## config.mk

```make
export PLATFORM = sky130hd
export DESIGN_NAME = fp2_mul_arbiter
export DESIGN_NICKNAME = d
export VERILOG_FILES = /design/src/rtl/fp2_arb_pkg.sv /design/src/rtl/rr_pick.sv /design/src/rtl/fp2_mul_arbiter.sv
export SDC_FILE = /design/constraint.sdc
export NUM_CORES = 1
export LEC_CHECK = 0
export BUFFER_PORTS_ARGS = -buffer_cell sky130_fd_sc_hd__buf_2
export CORE_MARGIN = 4
export CORE_UTILIZATION = 40
export CTS_CLUSTER_DIAMETER = 80
export DETAILED_ROUTE_END_ITERATION = 10
export SLEW_MARGIN = 20
export SYNTH_ARGS = -nofsm -noshare
export SYNTH_HDL_FRONTEND = slang
export SYNTH_SLANG_ARGS = --single-unit
```

## constraint.sdc

```tcl
create_clock -name io_mainClk -period 2.1 [get_ports io_mainClk]
set_input_delay 0.105 -clock io_mainClk [delete_from_list [all_inputs] [get_ports io_mainClk]]
set_output_delay 0.105 -clock io_mainClk [all_outputs]
set_load 0.01 [all_outputs]
```

## src/rtl/fp2_arb_pkg.sv

```systemverilog
// Shared definitions for the fp2 multiplier arbiter: state encoding and default watchdog limit.
package fp2_arb_pkg;

    typedef enum logic [2:0] {
        ST_IDLE  = 3'd0,
        ST_LOAD  = 3'd1,
        ST_RST   = 3'd2,
        ST_START = 3'd3,
        ST_WAIT  = 3'd4,
        ST_DRAIN = 3'd5
    } arb_state_e;

    localparam int unsigned TIMEOUT_CYCLES_DEF = 4096;

endpackage

```

## src/rtl/rr_pick.sv

```systemverilog
// Combinational round-robin selector: first set request scanning upward from last_owner+1 (mod N).
module rr_pick #(
    parameter int unsigned N = 2,
    parameter int unsigned L = 1
) (
    input  logic [N-1:0] req,
    input  logic [L-1:0] last_owner,
    output logic [N-1:0] gnt_next,
    output logic [L-1:0] idx_next
);

    logic found_c;

    always_comb begin
        gnt_next = '0;
        idx_next = '0;
        found_c  = 1'b0;
        for (int unsigned off = 1; off <= N; off++) begin
            int unsigned cand;
            cand = 32'(last_owner) + off;
            if (cand >= N) begin
                cand = cand - N;
            end
            if (!found_c && req[L'(cand)]) begin
                gnt_next = N'(1) << cand;
                idx_next = L'(cand);
                found_c  = 1'b1;
            end
        end
    end

endmodule

```

## src/rtl/fp2_mul_arbiter.sv

```systemverilog
// Round-robin owner arbitration and job sequencing for a shared fp2_mont_mul.
// Build option: define FP2_ARB_TIMEOUT_EN to add the WAIT-state watchdog.
module fp2_mul_arbiter
    import fp2_arb_pkg::*;
#(
    parameter int unsigned NUM_REQ        = 2,
    parameter int unsigned REQ_LOG        = (NUM_REQ > 1) ? $clog2(NUM_REQ) : 1,
    parameter int unsigned TIMEOUT_CYCLES = TIMEOUT_CYCLES_DEF,
    parameter int unsigned CNT_W          = 16
) (
    input  logic               io_mainClk,
    input  logic               io_systemReset,
    input  logic [NUM_REQ-1:0] req,
    input  logic [NUM_REQ-1:0] load_done,
    input  logic [NUM_REQ-1:0] rel,
    output logic [NUM_REQ-1:0] gnt,
    output logic [REQ_LOG-1:0] owner_idx,
    output logic [NUM_REQ-1:0] job_done,
    output logic [NUM_REQ-1:0] job_err,
    output logic               mult_rst,
    output logic               mult_start,
    input  logic               mult_done,
    input  logic               mult_busy,
    output logic               arb_busy,
    output logic [CNT_W-1:0]   jobs_completed
);

    arb_state_e         state_q, state_d;
    logic [NUM_REQ-1:0] gnt_q, gnt_d;
    logic [REQ_LOG-1:0] owner_q, owner_d;
    logic [REQ_LOG-1:0] last_q, last_d;
    logic [NUM_REQ-1:0] job_done_q, job_done_d;
    logic [NUM_REQ-1:0] job_err_q, job_err_d;
    logic               mult_rst_q, mult_rst_d;
    logic               mult_start_q, mult_start_d;
    logic               arb_busy_q, arb_busy_d;
    logic [CNT_W-1:0]   jobs_q, jobs_d;
    logic [1:0]         busy_lo_q, busy_lo_d;

    logic [NUM_REQ-1:0] pick_gnt_c;
    logic [REQ_LOG-1:0] pick_idx_c;
    logic [NUM_REQ-1:0] owner_oh_c;
    logic               timeout_c;

    rr_pick #(
        .N (NUM_REQ),
        .L (REQ_LOG)
    ) u_rr_pick (
        .req        (req),
        .last_owner (last_q),
        .gnt_next   (pick_gnt_c),
        .idx_next   (pick_idx_c)
    );

    assign owner_oh_c = NUM_REQ'(1) << owner_q;

`ifdef FP2_ARB_TIMEOUT_EN
    logic [31:0] to_cnt_q, to_cnt_d;

    // Cleared whenever outside WAIT, so each WAIT entry starts from zero.
    always_comb begin
        to_cnt_d = 32'd0;
        if (state_q == ST_WAIT) begin
            to_cnt_d = to_cnt_q + 32'd1;
        end
    end

    always_ff @(posedge io_mainClk or posedge io_systemReset) begin
        if (io_systemReset) begin
            to_cnt_q <= 32'd0;
        end else begin
            to_cnt_q <= to_cnt_d;
        end
    end

    assign timeout_c = (state_q == ST_WAIT) && (to_cnt_q == 32'(TIMEOUT_CYCLES - 1));
`else
    logic unused_timeout_c;
    assign unused_timeout_c = |32'(TIMEOUT_CYCLES);
    assign timeout_c        = 1'b0;
`endif

    always_comb begin
        state_d      = state_q;
        gnt_d        = gnt_q;
        owner_d      = owner_q;
        last_d       = last_q;
        job_done_d   = '0;
        job_err_d    = '0;
        mult_rst_d   = 1'b0;
        mult_start_d = 1'b0;
        jobs_d       = jobs_q;
        case (state_q)
            ST_IDLE: begin
                if (|req) begin
                    gnt_d   = pick_gnt_c;
                    owner_d = pick_idx_c;
                    state_d = ST_LOAD;
                end
            end
            ST_LOAD: begin
                // Abort takes priority over a same-cycle load_done.
                if (!req[owner_q]) begin
                    gnt_d   = '0;
                    last_d  = owner_q;
                    state_d = ST_IDLE;
                end else if (load_done[owner_q]) begin
                    mult_rst_d = 1'b1;
                    state_d    = ST_RST;
                end
            end
            ST_RST: begin
                mult_start_d = 1'b1;
                state_d      = ST_START;
            end
            ST_START: begin
                state_d = ST_WAIT;
            end
            ST_WAIT: begin
                if (mult_done) begin
                    job_done_d = owner_oh_c;
                    jobs_d     = jobs_q + CNT_W'(1);
                    state_d    = ST_DRAIN;
                end else if (timeout_c) begin
                    job_err_d  = owner_oh_c;
                    mult_rst_d = 1'b1;
                    gnt_d      = '0;
                    last_d     = owner_q;
                    state_d    = ST_IDLE;
                end
            end
            ST_DRAIN: begin
                if (rel[owner_q] || !req[owner_q]) begin
                    gnt_d   = '0;
                    last_d  = owner_q;
                    state_d = ST_IDLE;
                end
            end
            default: begin
                gnt_d   = '0;
                state_d = ST_IDLE;
            end
        endcase
        arb_busy_d = (state_d != ST_IDLE);
    end

    always_ff @(posedge io_mainClk or posedge io_systemReset) begin
        if (io_systemReset) begin
            state_q      <= ST_IDLE;
            gnt_q        <= '0;
            owner_q      <= '0;
            last_q       <= REQ_LOG'(NUM_REQ - 1);
            job_done_q   <= '0;
            job_err_q    <= '0;
            mult_rst_q   <= 1'b0;
            mult_start_q <= 1'b0;
            arb_busy_q   <= 1'b0;
            jobs_q       <= '0;
        end else begin
            state_q      <= state_d;
            gnt_q        <= gnt_d;
            owner_q      <= owner_d;
            last_q       <= last_d;
            job_done_q   <= job_done_d;
            job_err_q    <= job_err_d;
            mult_rst_q   <= mult_rst_d;
            mult_start_q <= mult_start_d;
            arb_busy_q   <= arb_busy_d;
            jobs_q       <= jobs_d;
        end
    end

    // Consecutive WAIT cycles with the multiplier reporting idle.
    always_comb begin
        busy_lo_d = 2'd0;
        if (state_q == ST_WAIT && !mult_busy) begin
            busy_lo_d = (busy_lo_q == 2'd3) ? 2'd3 : busy_lo_q + 2'd1;
        end
    end

    always_ff @(posedge io_mainClk or posedge io_systemReset) begin
        if (io_systemReset) begin
            busy_lo_q <= 2'd0;
        end else begin
            busy_lo_q <= busy_lo_d;
        end
    end

    a_busy_consistent: assert property (@(posedge io_mainClk) disable iff (io_systemReset)
        !(state_q == ST_WAIT && !mult_busy && !mult_done && busy_lo_q >= 2'd2));

    a_rst_start_exclusive: assert property (@(posedge io_mainClk) disable iff (io_systemReset)
        !(mult_rst_q && mult_start_q));

    assign gnt            = gnt_q;
    assign owner_idx      = owner_q;
    assign job_done       = job_done_q;
    assign job_err        = job_err_q;
    assign mult_rst       = mult_rst_q;
    assign mult_start     = mult_start_q;
    assign arb_busy       = arb_busy_q;
    assign jobs_completed = jobs_q;

endmodule

```

---- After elaboration in Yosys (flattened, before gate mapping) ----
Index checks and enable logic that the tools add are counted.
storage, ports and cells
  bits in registers ....................... 28
  input port bits ......................... 10
  output and inout bits ................... 26
  word-level logic and storage cells ...... 80
cells by class
  add/subtract/negate cells ............... 5
  order comparisons ....................... 5
  equal/unequal tests ..................... 8
  shifts and indexed selects .............. 3
  multiplexer cells ....................... 36
  bitwise gates (word level) .............. 1
  reductions and logical operators ........ 13
operators by type and width
  operator                 number
  $ge A32 B2 Y1 const B    2
  $mux W32                 2
  $shl A1 B32 Y2 const A   2
  $sub A32 B2 Y32 const B  2
  $mux W1                  19
  $pmux W3 S6              1
  $add A16 B1 Y16 const B  1
  $mux W3                  5
  $mux W2                  7
  $pmux W2 S4              1
  $eq A3 B2 Y1 const B     2
  $eq A3 B3 Y1 const B     2
  $lt A1 B2 Y1 const B     3
  $ne A2 B2 Y1 const B     3
  $reduce_and A2 Y1        2
  $reduce_and A4 Y1        1
  $add A1 B2 Y3 const B    1
  $eq A3 B1 Y1 const B     1
  $logic_not A3 Y1         1
  $reduce_and A3 Y1        1
  $reduce_bool A3 Y1       1
  $reduce_or A3 Y1         1
  $add A1 B1 Y2 const B    1
  $logic_not A1 Y1         2
  7 further kinds          7

---- Depth between registers and ports, before layout ----
Gate-level depths: netlist of run 1.
  depth in word-level cells ............... 11
  depth in mapped cells ................... 6
  mapped depth without buffers ............ 5

---- Hierarchy ----
From an unflattened synthesis of run 1, not the netlist that was laid out.
second synthesis, totals
  cell total of the unflattened synthesis .. 125
  area total of the unflattened synthesis .. 1390.1 µm²
by module, submodules not included
  module           times used  cells each  area an instance (µm²)  seq. area each (µm²)
  fp2_mul_arbiter  1           121         1363.8                  701.9
  rr_pick          1           4           26.3                    0.0

---- Least setup slack after synthesis of run 1 ----
Ideal clock, no wire load.
  kind .................................... reg2reg
  from .................................... register owner_q (netlist: owner_idx)
  to ...................................... register arb_busy_q (netlist: arb_busy)
  library setup time ...................... 72 ps
  arrival ................................. 1423 ps
  data required time ...................... 2028 ps
  setup slack ............................. 605 ps
  stages on the path, launching flop included .. 5
  buffers on the path ..................... 1
  period minus slack after synthesis ...... 1495 ps
  cells stage by stage .................... dfrtp_1 -> buf_2 -> mux4_2 -> o32ai_2 -> nand4b_1
on the way
  cells in the longest elaborated chain, start to end .. 7
  elaborated cells between the ends (all ways) .. 13
  classes of those cells .................. mux (10); reduce/logical (3)
RTL lines
  element                                     line                                            text
  start, declared                             fp2_mul_arbiter.sv:30                           logic [REQ_LOG-1:0] owner_q, owner_d;
  start signal, assigned                      fp2_mul_arbiter.sv:162                          owner_q <= owner_d;
  $mux W1 (implied by the code) (2 in a row)  fp2_mul_arbiter.sv:103, fp2_mul_arbiter.sv:133
  $logic_not A1 Y1                            fp2_mul_arbiter.sv:133                          if (rel[owner_q] || !req[owner_q]) begin
  $logic_or A1 B1 Y1                          fp2_mul_arbiter.sv:133
  $mux W3                                     fp2_mul_arbiter.sv:133
  $pmux W3 S6 *                               fp2_mul_arbiter.sv:93                           case (state_q)
  named net state_d[0]                        fp2_mul_arbiter.sv:28                           arb_state_e state_q, state_d;
  $reduce_bool A3 Y1 *                        fp2_mul_arbiter.sv:144                          arb_busy_d = (state_d != ST_IDLE);
  named net arb_busy_d                        fp2_mul_arbiter.sv:36                           logic arb_busy_q, arb_busy_d;
  end signal, assigned                        fp2_mul_arbiter.sv:168                          arb_busy_q <= arb_busy_d;
  end, declared                               fp2_mul_arbiter.sv:36
The timed path passes the listed nets; every way through them passes the cells marked *. The select of a mux whose other input is x is not followed.
A chain may end at the register's enable or synchronous reset.

---- Worst setup path in the final report of run 1 ----
  from .................................... register state_q[0]
  to ...................................... register jobs_q[11] (netlist: jobs_completed[11])
on the way
  cells in the longest elaborated chain, start to end .. 2
RTL lines
  element                             line                    text
  start, declared                     fp2_mul_arbiter.sv:28
  start signal, assigned              fp2_mul_arbiter.sv:160  state_q <= state_d;
  $eq A3 B3 Y1                        fp2_mul_arbiter.sv:93
  $reduce_and A2 Y1 (no source line)  --
  end signal, assigned                fp2_mul_arbiter.sv:169  jobs_q <= jobs_d;
  end, declared                       fp2_mul_arbiter.sv:37   logic [CNT_W-1:0] jobs_q, jobs_d;
Every way passes these cells.

==> results.md, run 1 <==
* Outcome: complete, no violations
* CP max FO at 12
* Number of global-route vias before repair at 934
* I/O Pins at 36
* Via-to-Cell Ratio at roughly 5.0
* Combinational share of power at 0.292
* Post-synthesis cell count at 125
* Worst-Skew Late Latency at 320 ps
* Die height at 66.7 um
* Clk sinks at 28
* Rows at 21
* Total number of vias at 1000
* Initial DRT Pass Iterations at 4
* Ratio of cells with drive above 1 in the final layout at 0.282
* CTS tree: yes
* GRT overflow at 0
* Worst reg2reg path endpoint: jobs_completed[11]
* Power, Total at 1620 uW
* First-pass GRT wire length at 4.33 mm
* Core Box Area at about 3300 um2
* Initial Util at 0.413
* Synth warnings at 0
* Area grow syn2layout at 17.2%
* Worst Hold End: owner_idx
* Final WS setup at 407 ps
* Unique cell type count in the Yosys netlist at 36
* Most frequent cells in the layout: 32 x buf_2, 27 x dfrtp_1, 17 x nand2_1
* Max-cap violations at 0
* Int Pwr at 1090 uW
* Mean Syn Cell Area at 11.0 um2
* Critical Path RT at 2330 ps
* Fin crit share at 0.806
* CP Data Arrival Time at 1920 ps
* R2r startpoint: state_q[0]
* Die extent in x at 66.7 um
* Hold Crit Class: primary input to flip-flop
* Worst hold slack at 54.1 ps
* R2r setup slk at 410 ps
* Highest clock rate at 591 MHz
* Top cell type's share of synthesized area at 0.490
* Dpl ws at 412 ps
* Worst Setup Start Kind: flip-flop
* Post-CTS Setup Bufs at 0
* Critical path launch point: state_q[0]
* Num CTS Buffers at 3
* Synthesized cell area at 1380 um2
* Final WL at 2.44 mm
* Clk_skew at 5.11 ps
* DP Wirelength at about 1.9 mm
* Final RePlAce weighted congestion at 0.764
* Static Leakage at 0.000795 uW
* Switching power at 530 uW
* Most common cell after layout, fill and taps aside: buf_2
* Setup total negative slack at 0 ps
* Clock Path Buffers at 2
* Post-DRT Antenna Nets at 0
* Largest net degree at the start of global routing at 29
* CP endpoint kind: flip-flop
* Slew Limit Fails at 0
* Crit path kind: flip-flop to flip-flop
* Yosys reg bits at 28
* Fin nets at 168
* Path depth of the worst reg2reg path at 4
* Hold Startpoint: req[0]
* Switching share of power at 0.328
* # diodes at 0
* Initial antenna violation count at 0
* Final setup vio count at 0
* Root buffer cell: clkbuf_4
* PortBufs at 32
* H-tree levels at 1
* Worst-path clk slew at 140 ps
* DR iter-0 viols at 35
* Top cells by area, synth: dfrtp_1 49%, xnor2_1 7.6%, nand2_1 4.6%
* Drt wl/cell at 12.1 um
* DIE AREA at 4450 um2
* Clk pwr share at 0.212
* # DRC at 0
* Overall routing resource usage at 0.125
* Fin. Hold Viols at 0
* Power Dens Cells at 1000 nW/um2
* Sequential area share after synthesis at 0.509
* Post-route minimum period at 1690 ps
* Sequential share of power at 0.496
* VDD IR-drop max at 0.437 mV
* Cell accounting for the most synthesized area: dfrtp_1
* Filler cells at 304
* Hold Crit Depth at 2
* RSZ-0062 raised after global routing: false
-- synth_stat cells (all sizes together) --
master,number
a21oi,1
o32ai,1
and3,1
conb,1
and4,2
and4bb,1
and2,1
mux2i,1
o21ai,5
dfstp,1
nand2b,4
xor2,3
nand2,17
inv,3
nand3,8
nand4,5
a32o,2
nor4,1
a22o,2
clkbuf,2
mux2,1
nand4bb,1
ha,1
a31oi,2
nand4b,1
xnor2,12
nor2,6
nor3,3
nand3b,2
dfrtp,27
mux4,1
buf,6
-- layout make-up --
type | count | area, um2 | share of cell area
sequential | 28 | 702 | 0.435
multi-input combinational | 87 | 614 | 0.380
timing repair buffer | 34 | 178 | 0.110
tap | 46 | 57.6 | 0.0356
clock inverter | 1 | 30.0 | 0.0186
clock buffer | 3 | 22.5 | 0.0139
inverter | 3 | 11.3 | 0.00697
-- worst max path at each step --
| stage | end | slack, ps |
|---|---|---|
| after detailed placement | jobs_completed[11] | 410 |
| after global placement | jobs_completed[11] | 440 |
| after global routing | jobs_completed[11] | 250 |
| after CTS | jobs_completed[11] | 390 |
| final | jobs_completed[11] | 410 |
| after floorplan | arb_busy | 600 |
-- worst max-delay path: stages, from the launching register on --
cell and delay, ps:
dfrtp_1 530, nand4bb_4 360, nor4_4 400, nand4_1 160, xnor2_1 150
-- per-layer routing --
layer / vias up / wire [um] / track usage / part of all wire
met5: - / 0 / 0 / 0
met4: 0 / 13 / 0.0381 / 0.0053
met3: 2 / 132 / 0.0236 / 0.054
met2: 21 / 1160 / 0.202 / 0.48
met1: 482 / 1130 / 0.170 / 0.46
li1: 495 / - / - / -
-- sequential cells by signal, indices dropped and copies added (netlist names), 2 cells and up --
| name | flops |
|---|---|
| jobs_completed | 16 |
| gnt | 2 |
| job_done | 2 |
| state_q | 3 |
-- repair_timing --
action                                 4_1_cts  5_1_grt
endpoints found under the hold margin       27        0
resized for setup                            0        0
hold buffers                                 1        0
-- power groups by stage --
stage,Combinational (uW),Sequential [uW],Clock (uW)
after global placement,471,811,0
after floorplan,390,771,0
final,473,802,342
after global routing,538,833,377
after CTS,482,807,355
after detailed placement,479,818,0
-- through the flow --
stage | utilization | cells | area, um2
after detailed placement | 0.465 | 197 | 1550
after floorplan | - | 126 | 1380
after global placement | 0.465 | 197 | 1550
final | 0.484 | 202 | 1620
after CTS | 0.484 | 202 | 1620
after global routing | 0.484 | 202 | 1620
-- cells by family (layout without fill, tap and decap cells) --
family / after synthesis / count (layout) / share of synthesized area
simple gates: 53 / 53 / 0.234
buf+inv: 11 / 41 / 0.0481
other cells: 1 / 2 / 0.00272
fa+ha+maj: 1 / 1 / 0.00907
xor+xnor: 15 / 15 / 0.0953
mux: 3 / 3 / 0.0318
compound gates: 13 / 13 / 0.0699
flops: 28 / 28 / 0.509
(Power assumes the default switching activity.)
==> run 2: changes to the inputs <==
--- a/config.mk
+++ b/config.mk
@@ -5,6 +5,7 @@
 export SDC_FILE = /design/constraint.sdc
 export NUM_CORES = 1
 export LEC_CHECK = 0
+export ABC_AREA = 1
 export BUFFER_PORTS_ARGS = -buffer_cell sky130_fd_sc_hd__buf_2
 export CORE_MARGIN = 4
 export CORE_UTILIZATION = 40
==> constraint.sdc (replaced) <==
create_clock -name io_mainClk -period 1.62 [get_ports io_mainClk]
set_input_delay 0.081 -clock io_mainClk [delete_from_list [all_inputs] [get_ports io_mainClk]]
set_output_delay 0.081 -clock io_mainClk [all_outputs]
set_load 0.01 [all_outputs]
==> run 2 against run 1 <==
Against the previous run: worst hold slack improved by 33 ps; final area rose by 9.8%; clock skew rose by 0.80 ps; clock-buffer cell count did not move; sequential cell count did not move; wire length rose by 21%; largest cell class unchanged; area after synthesis rose by 6.8%; setup slack got worse by 160 ps.
==> results.md, run 2 <==
* Outcome: complete, no violations
* Critical Path RT at around 1800 ps
* R2r startpoint: state_q[0]
* Power Dens Cells at 1360 nW/um2
* Crit path kind: flip-flop to flip-flop
* H-tree levels at 1
* Top cell type's share of synthesized area at 0.459
* Ratio of cells with drive above 1 in the final layout at 0.252
* First-pass GRT wire length at 5.06 mm
* DP Wirelength at 2.30 mm
* CP endpoint: jobs_completed[7]
* DR iter-0 viols at 76
* Post-route minimum period at around 1400 ps
* Most frequent cells in the layout: 51 x nand2_1, 32 x buf_2, 27 x dfrtp_1
* CTS tree: yes
* Area grow syn2layout at 20.5%
* Highest clock rate at around 730 MHz
* Clk_skew at approximately 6 ps
* CP Data Arrival Time at 1530 ps
* Synth warnings at 0
* Post-CTS Setup Bufs at 0
* Die extent in x at 68.7 um
* Final setup vio count at 0
* Final RePlAce weighted congestion at 0.886
* Cell accounting for the most synthesized area: dfrtp_1
* RSZ-0062 raised after global routing: false
* Most common cell after layout, fill and taps aside: nand2_1
* Initial DRT Pass Iterations at 4
* Core Box Area at roughly 3400 um2
* Number of global-route vias before repair at 1112
* Resized cells post-CTS at 0
* Post-synthesis cell count at 180
* Max-cap violations at 0
* Setup total negative slack at 0 ps
* Post-DRT Antenna Nets at 0
* Drt wl/cell at around 11 um
* Rows at 21
* Async SR Flop Fraction at 1.00
* Worst-path clk slew at 90 ps
* Via-to-Cell Ratio at 4.68
* Final WL at 2.94 mm
* Top FF cell, synth: dfrtp_1
* Yosys reg bits at 28
* Fin. Hold Viols at 0
* Overall routing resource usage at 0.144
* Critical path launch point: state_q[0]
* Path depth of the worst reg2reg path at 6
* Root buffer cell: clkbuf_8
* Mean Syn Cell Area at 8.18 um2
* Commonest cells in the netlist: 51 x nand2_1, 27 x dfrtp_1, 21 x inv_1, 20 x nor2_1, 13 x nand3_1
* Worst reg2reg path endpoint: jobs_completed[7]
* # DRC at 0
* Slew Limit Fails at 0
* VDD IR-drop max at 0.786 mV
* R2r setup slk at about 250 ps
* Fin nets at 230
* Dpl cell area at 1690 um2
* PortBufs at 32
* CP endpoint kind: flip-flop
* Largest net degree at the start of global routing at 29
* Finished Cell Area at 1770 um2
* Clk sinks at 28
* Static Leakage at about 0.00096 uW
* Unique cell type count in the Yosys netlist at 29
* Fin crit share at 0.844
* Total number of vias at around 1200
* Worst-Skew Late Latency at 270 ps
* Top cells by area, synth: dfrtp_1 46%, nand2_1 13%, inv_1 5.4%
* # diodes at 0
* GRT overflow at 0
* DIE AREA at between 4000 and 5000 um2
* I/O Pins at 36
* Initial Util at 0.428
* Top-count cell post-synth: nand2_1
* Max FFs per register at 16
* Sequential area share after synthesis at 0.477
* Synthesized cell area at 1470 um2
* Worst Setup Start Kind: flip-flop
* Initial antenna violation count at 0
* Num CTS Buffers at 3
* Hold Crit Class: primary input to flip-flop
* Post-synth EDFFs at 0
* Die height at 68.7 um
* CP max FO at 5
* Clock Path Buffers at 2
-- run 2: changes by cell type after synthesis, sizes merged, moves of 4 or more --
cell,delta
nand2b,-4
nand3,+6
inv,+19
o21ai,+4
xnor2,-8
nor2,+18
nand2,+38
-- run 2: power by group --
part           total, uW  switching (uW)  internal [uW]
Combinational        828             508            320
Sequential          1040             174            868
Clock                537             206            331
-- run 2: stage by stage --
stage / std cells / util / power [uW] / setup WS, ps / hold slack (ps)
3_3_place_gp: 259 / 0.492 / 1860 / 281 / 163
5_1_grt: 264 / 0.515 / 2620 / 102 / 83.7
6_report: 264 / 0.515 / 2410 / 252 / 87.0
3_5_place_dp: 259 / 0.492 / 1880 / 274 / 164
4_1_cts: 264 / 0.515 / 2440 / 253 / 79.1
2_1_floorplan: 181 / - / 1610 / 303 / 146
-- run 2: timing repair --
action                                 4_1_cts  5_1_grt
endpoints found under the hold margin       27        0
setup endpoints to repair                    0        0
hold buffers                                 1        0
-- run 2: layer usage --
layer	global-route usage	vias to the layer above	part of all wire
met5	0	-	0
met1	0.200	561	0.49
li1	-	638	-
met3	0.0438	4	0.063
met4	0.0372	0	0.0092
met2	0.216	32	0.44
-- run 2: worst max-delay path, cell delays in order, from the launching register on --
cell     delay (ps)
dfrtp_1         460
nor2_4          140
nand3_2         140
buf_4           210
nor2_8          120
nand2_2          70
xnor2_2         120
-- run 2: how the worst min path moves through the flow --
stage	startpoint	end	slack, ps	depth (start not counted)
after detailed placement	io_systemReset	jobs_completed[6]	160	3
after floorplan	io_systemReset	arb_busy	150	1
after global placement	io_systemReset	arb_busy	160	3
final	req[0]	gnt[0]	90	3
after CTS	req[0]	gnt[0]	80	3
after global routing	req[0]	gnt[0]	80	3
-- run 2: kinds of logic after synthesis --
| logic type | share of synthesized area |
|---|---|
| buffers and inverters | 0.0773 |
| other | 0.00255 |
| AOI/OAI and AO/OA | 0.0527 |
| xor gates and xnor gates | 0.0586 |
| DFF | 0.477 |
| and+or+nand+nor | 0.324 |
| adders and majority gates | 0.00849 |
-- run 2: layout make-up --
type	instances	area [um2]
timing repair buffer	37	200
sequential	28	702
tap	46	57.6
clock buffer	3	41.3
fill	343	1670
inverter	22	82.6
multi-input combinational	127	661
clock inverter	1	30.0
==> run 3: changes to the inputs <==
--- a/config.mk
+++ b/config.mk
@@ -11,6 +11,7 @@
 export CORE_UTILIZATION = 40
 export CTS_CLUSTER_DIAMETER = 80
 export DETAILED_ROUTE_END_ITERATION = 10
+export PLACE_DENSITY = 0.65
 export SLEW_MARGIN = 20
 export SYNTH_ARGS = -nofsm -noshare
 export SYNTH_HDL_FRONTEND = slang
==> constraint.sdc (replaced) <==
create_clock -name io_mainClk -period 1.1 [get_ports io_mainClk]
set_input_delay 0.055 -clock io_mainClk [delete_from_list [all_inputs] [get_ports io_mainClk]]
set_output_delay 0.055 -clock io_mainClk [all_outputs]
set_load 0.01 [all_outputs]
==> run 3 against run 2 <==
Against the previous run: the run now ends with setup timing left; fmax grew 2.9%; total power grew 110%; non-clock buffer count grew 41; critical path depth is the same; critical endpoint is now jobs_completed[12].
==> results.md, run 3 (same netlist as run 2, synthesis figures left out) <==
* DR iter-0 viols at 58
* Slew Limit Fails at 0
* # diodes at 0
* Worst Path Buf+Inv at 0
* Filler cells at 269
* Final setup vio count at 28
* Int Pwr at 2990 uW
* Post-DRT Antenna Nets at 0
* Grt met3 use at 0.0340
* Highest clock rate at approximately 750 MHz
* Final instance count without filler cells at 305
* Clk sinks at 28
* Worst stage delay on the critical path at 410 ps
* Via-to-Cell Ratio at 4.75
* Switching share of power at 0.397
* Number of global-route vias before repair at 1284
* Most frequent cells in the layout: 38 x nand2_1, 29 x buf_2, 28 x buf_4
* Fin nets at about 270
* Combinational share of power at 0.567
* Final WL at 3.81 mm
* CP Data Arrival Time at 1510 ps
* Dpl cell area at 1960 um2
* Initial DRT Pass Iterations at 4
* Worst reg2reg path endpoint: jobs_completed[12]
* VDD IR-drop max at 1.45 mV
* Worst-path clk slew at 100 ps
* Final RePlAce weighted congestion at roughly 0.86
* Clk pwr share at 0.116
* Met1 Use GR at 0.183
* CP max FO at 6
* Die height at 68.7 um
* Register Area at 713 um2
* Area grow syn2layout at 60.9%
* Num CTS Buffers at 3
* Sequential share of power at 0.317
* Initial Util at 0.428
* Rows at 21
* RSZ-0062 raised after global routing: true
* Dpl ws at -196 ps
* Core Box Area at 3440 um2
* Clock Path Buffers at 2
* First-pass GRT wire length at 5.58 mm
* Ratio of cells with drive above 1 in the final layout at 0.556
* PortBufs at 32
* Fin. Hold Viols at 0
* Post-route minimum period at 1330 ps
* Critical Path RT at 1280 ps
* Cells after DPL at 288
* H-tree levels at 1
* Static Leakage at approximately 0.0012 uW
* Critical path launch point: jobs_completed[1]
* Cells along the critical path: ha_2 -> nand3_2 -> nor2_4 -> nand2_2 -> o21ai_2 -> nand2_1
* Path depth of the worst reg2reg path at 6
* Fin crit share at 1.21
* Power, Total at 4960 uW
* CP endpoint kind: flip-flop
* Power Dens Cells at about 2100 nW/um2
* Outcome: finished with violations
* CP endpoint: jobs_completed[12]
* CP max-delay cell: dfrtp_1
* Worst-Skew Late Latency at 280 ps
* CP delay by family, top: simple AND/OR/NAND/NOR gates
* Max FFs per register at 16
* Final Util at 0.688
* Drt wl/cell at 12.5 um
* Die extent in x at ~69 um
* Worst Setup Start Kind: flip-flop
* # DRC at 0
* Max-cap violations at 0
* Failing checks: setup timing
* Root buffer cell: clkbuf_8
* Total number of vias at 1448
* Grt peak-use layer: met2
* Initial antenna violation count at 0
* Largest net degree at the start of global routing at 29
* GRT overflow at 0
* R2r startpoint: jobs_completed[1]
* Clk_skew at 9.62 ps
* Most common cell after layout, fill and taps aside: nand2_1
* DP Wirelength at around 2.6 mm
* M2 GR Usage at 0.297
* Final WS setup at -229 ps
* Hold Crit Class: primary input to flip-flop
* R2r setup slk at -230 ps
* Overall routing resource usage at 0.157
* DIE AREA at 4720 um2
* Switching power at 1970 uW
* Crit path kind: flip-flop to flip-flop
* CTS tree: yes
* Multi-input logic area at between 800 and 900 um2
* I/O Pins at 36
* Finished Cell Area at 2370 um2
* WP depth at 6
run 3: cell count changes in the layout (fill, tap and decap cells not counted), moves of 6 or more:
cell,previous run,this run
nand2_1,51,38
nor2_1,20,9
dfrtp_2,0,9
buf_4,4,28
nand2_2,4,13
buf_6,0,19
dfrtp_1,27,18
nor2_2,1,7
run 3: how the worst min path moves through the flow:
stage,startpoint,end,slack (ps),cells after the start
finish,req[0],gnt[0],80,3
global route,req[0],gnt[0],90,3
CTS,req[0],gnt[0],70,3
detailed placement,io_systemReset,state_q[1],140,3
global placement,io_systemReset,mult_start,140,3
floorplan,io_systemReset,arb_busy,120,1
run 3: tightest hold or removal path: stages:
cell	delay [ps]
buf_2	90
o211ai_1	90
nand2_1	80
run 3: cell type report:
class | count | area share
inverters | 22 | 0.0391
multi-input cells | 127 | 0.366
clock buffers | 4 | 0.0190
repair buffers | 78 | 0.251
well taps | 46 | 0.0243
flip-flops and latches | 28 | 0.301
run 3: metal layers:
metal | vias to the layer above | routed length (um)
met4 | 0 | 72
met2 | 31 | 2070
li1 | 724 | -
met5 | - | 0
met1 | 683 | 1530
met3 | 10 | 134
run 3: power by group through the flow:
stage | logic (uW) | clock network [uW] | registers (uW)
6_report | 2810 | 576 | 1570
5_1_grt | 3040 | 642 | 1600
4_1_cts | 1890 | 599 | 1530
3_5_place_dp | 1730 | 0 | 1530
3_3_place_gp | 1710 | 0 | 1530
2_1_floorplan | 859 | 0 | 1600
run 3: stage by stage:
stage	setup TNS (ps)	hold slack, ps
2_1_floorplan	-920	119
3_3_place_gp	-2060	140
3_5_place_dp	-2960	139
4_1_cts	-2680	73.1
5_1_grt	-5770	91.8
6_report	-3780	81.4
run 3: timing repair:
action,in CTS,in global routing
endpoints found under the hold margin,27,0
endpoints found under the setup margin,25,29
pin swaps,4,24
buffers inserted,4,10
hold buffers,1,0
gates resized for setup,18,62
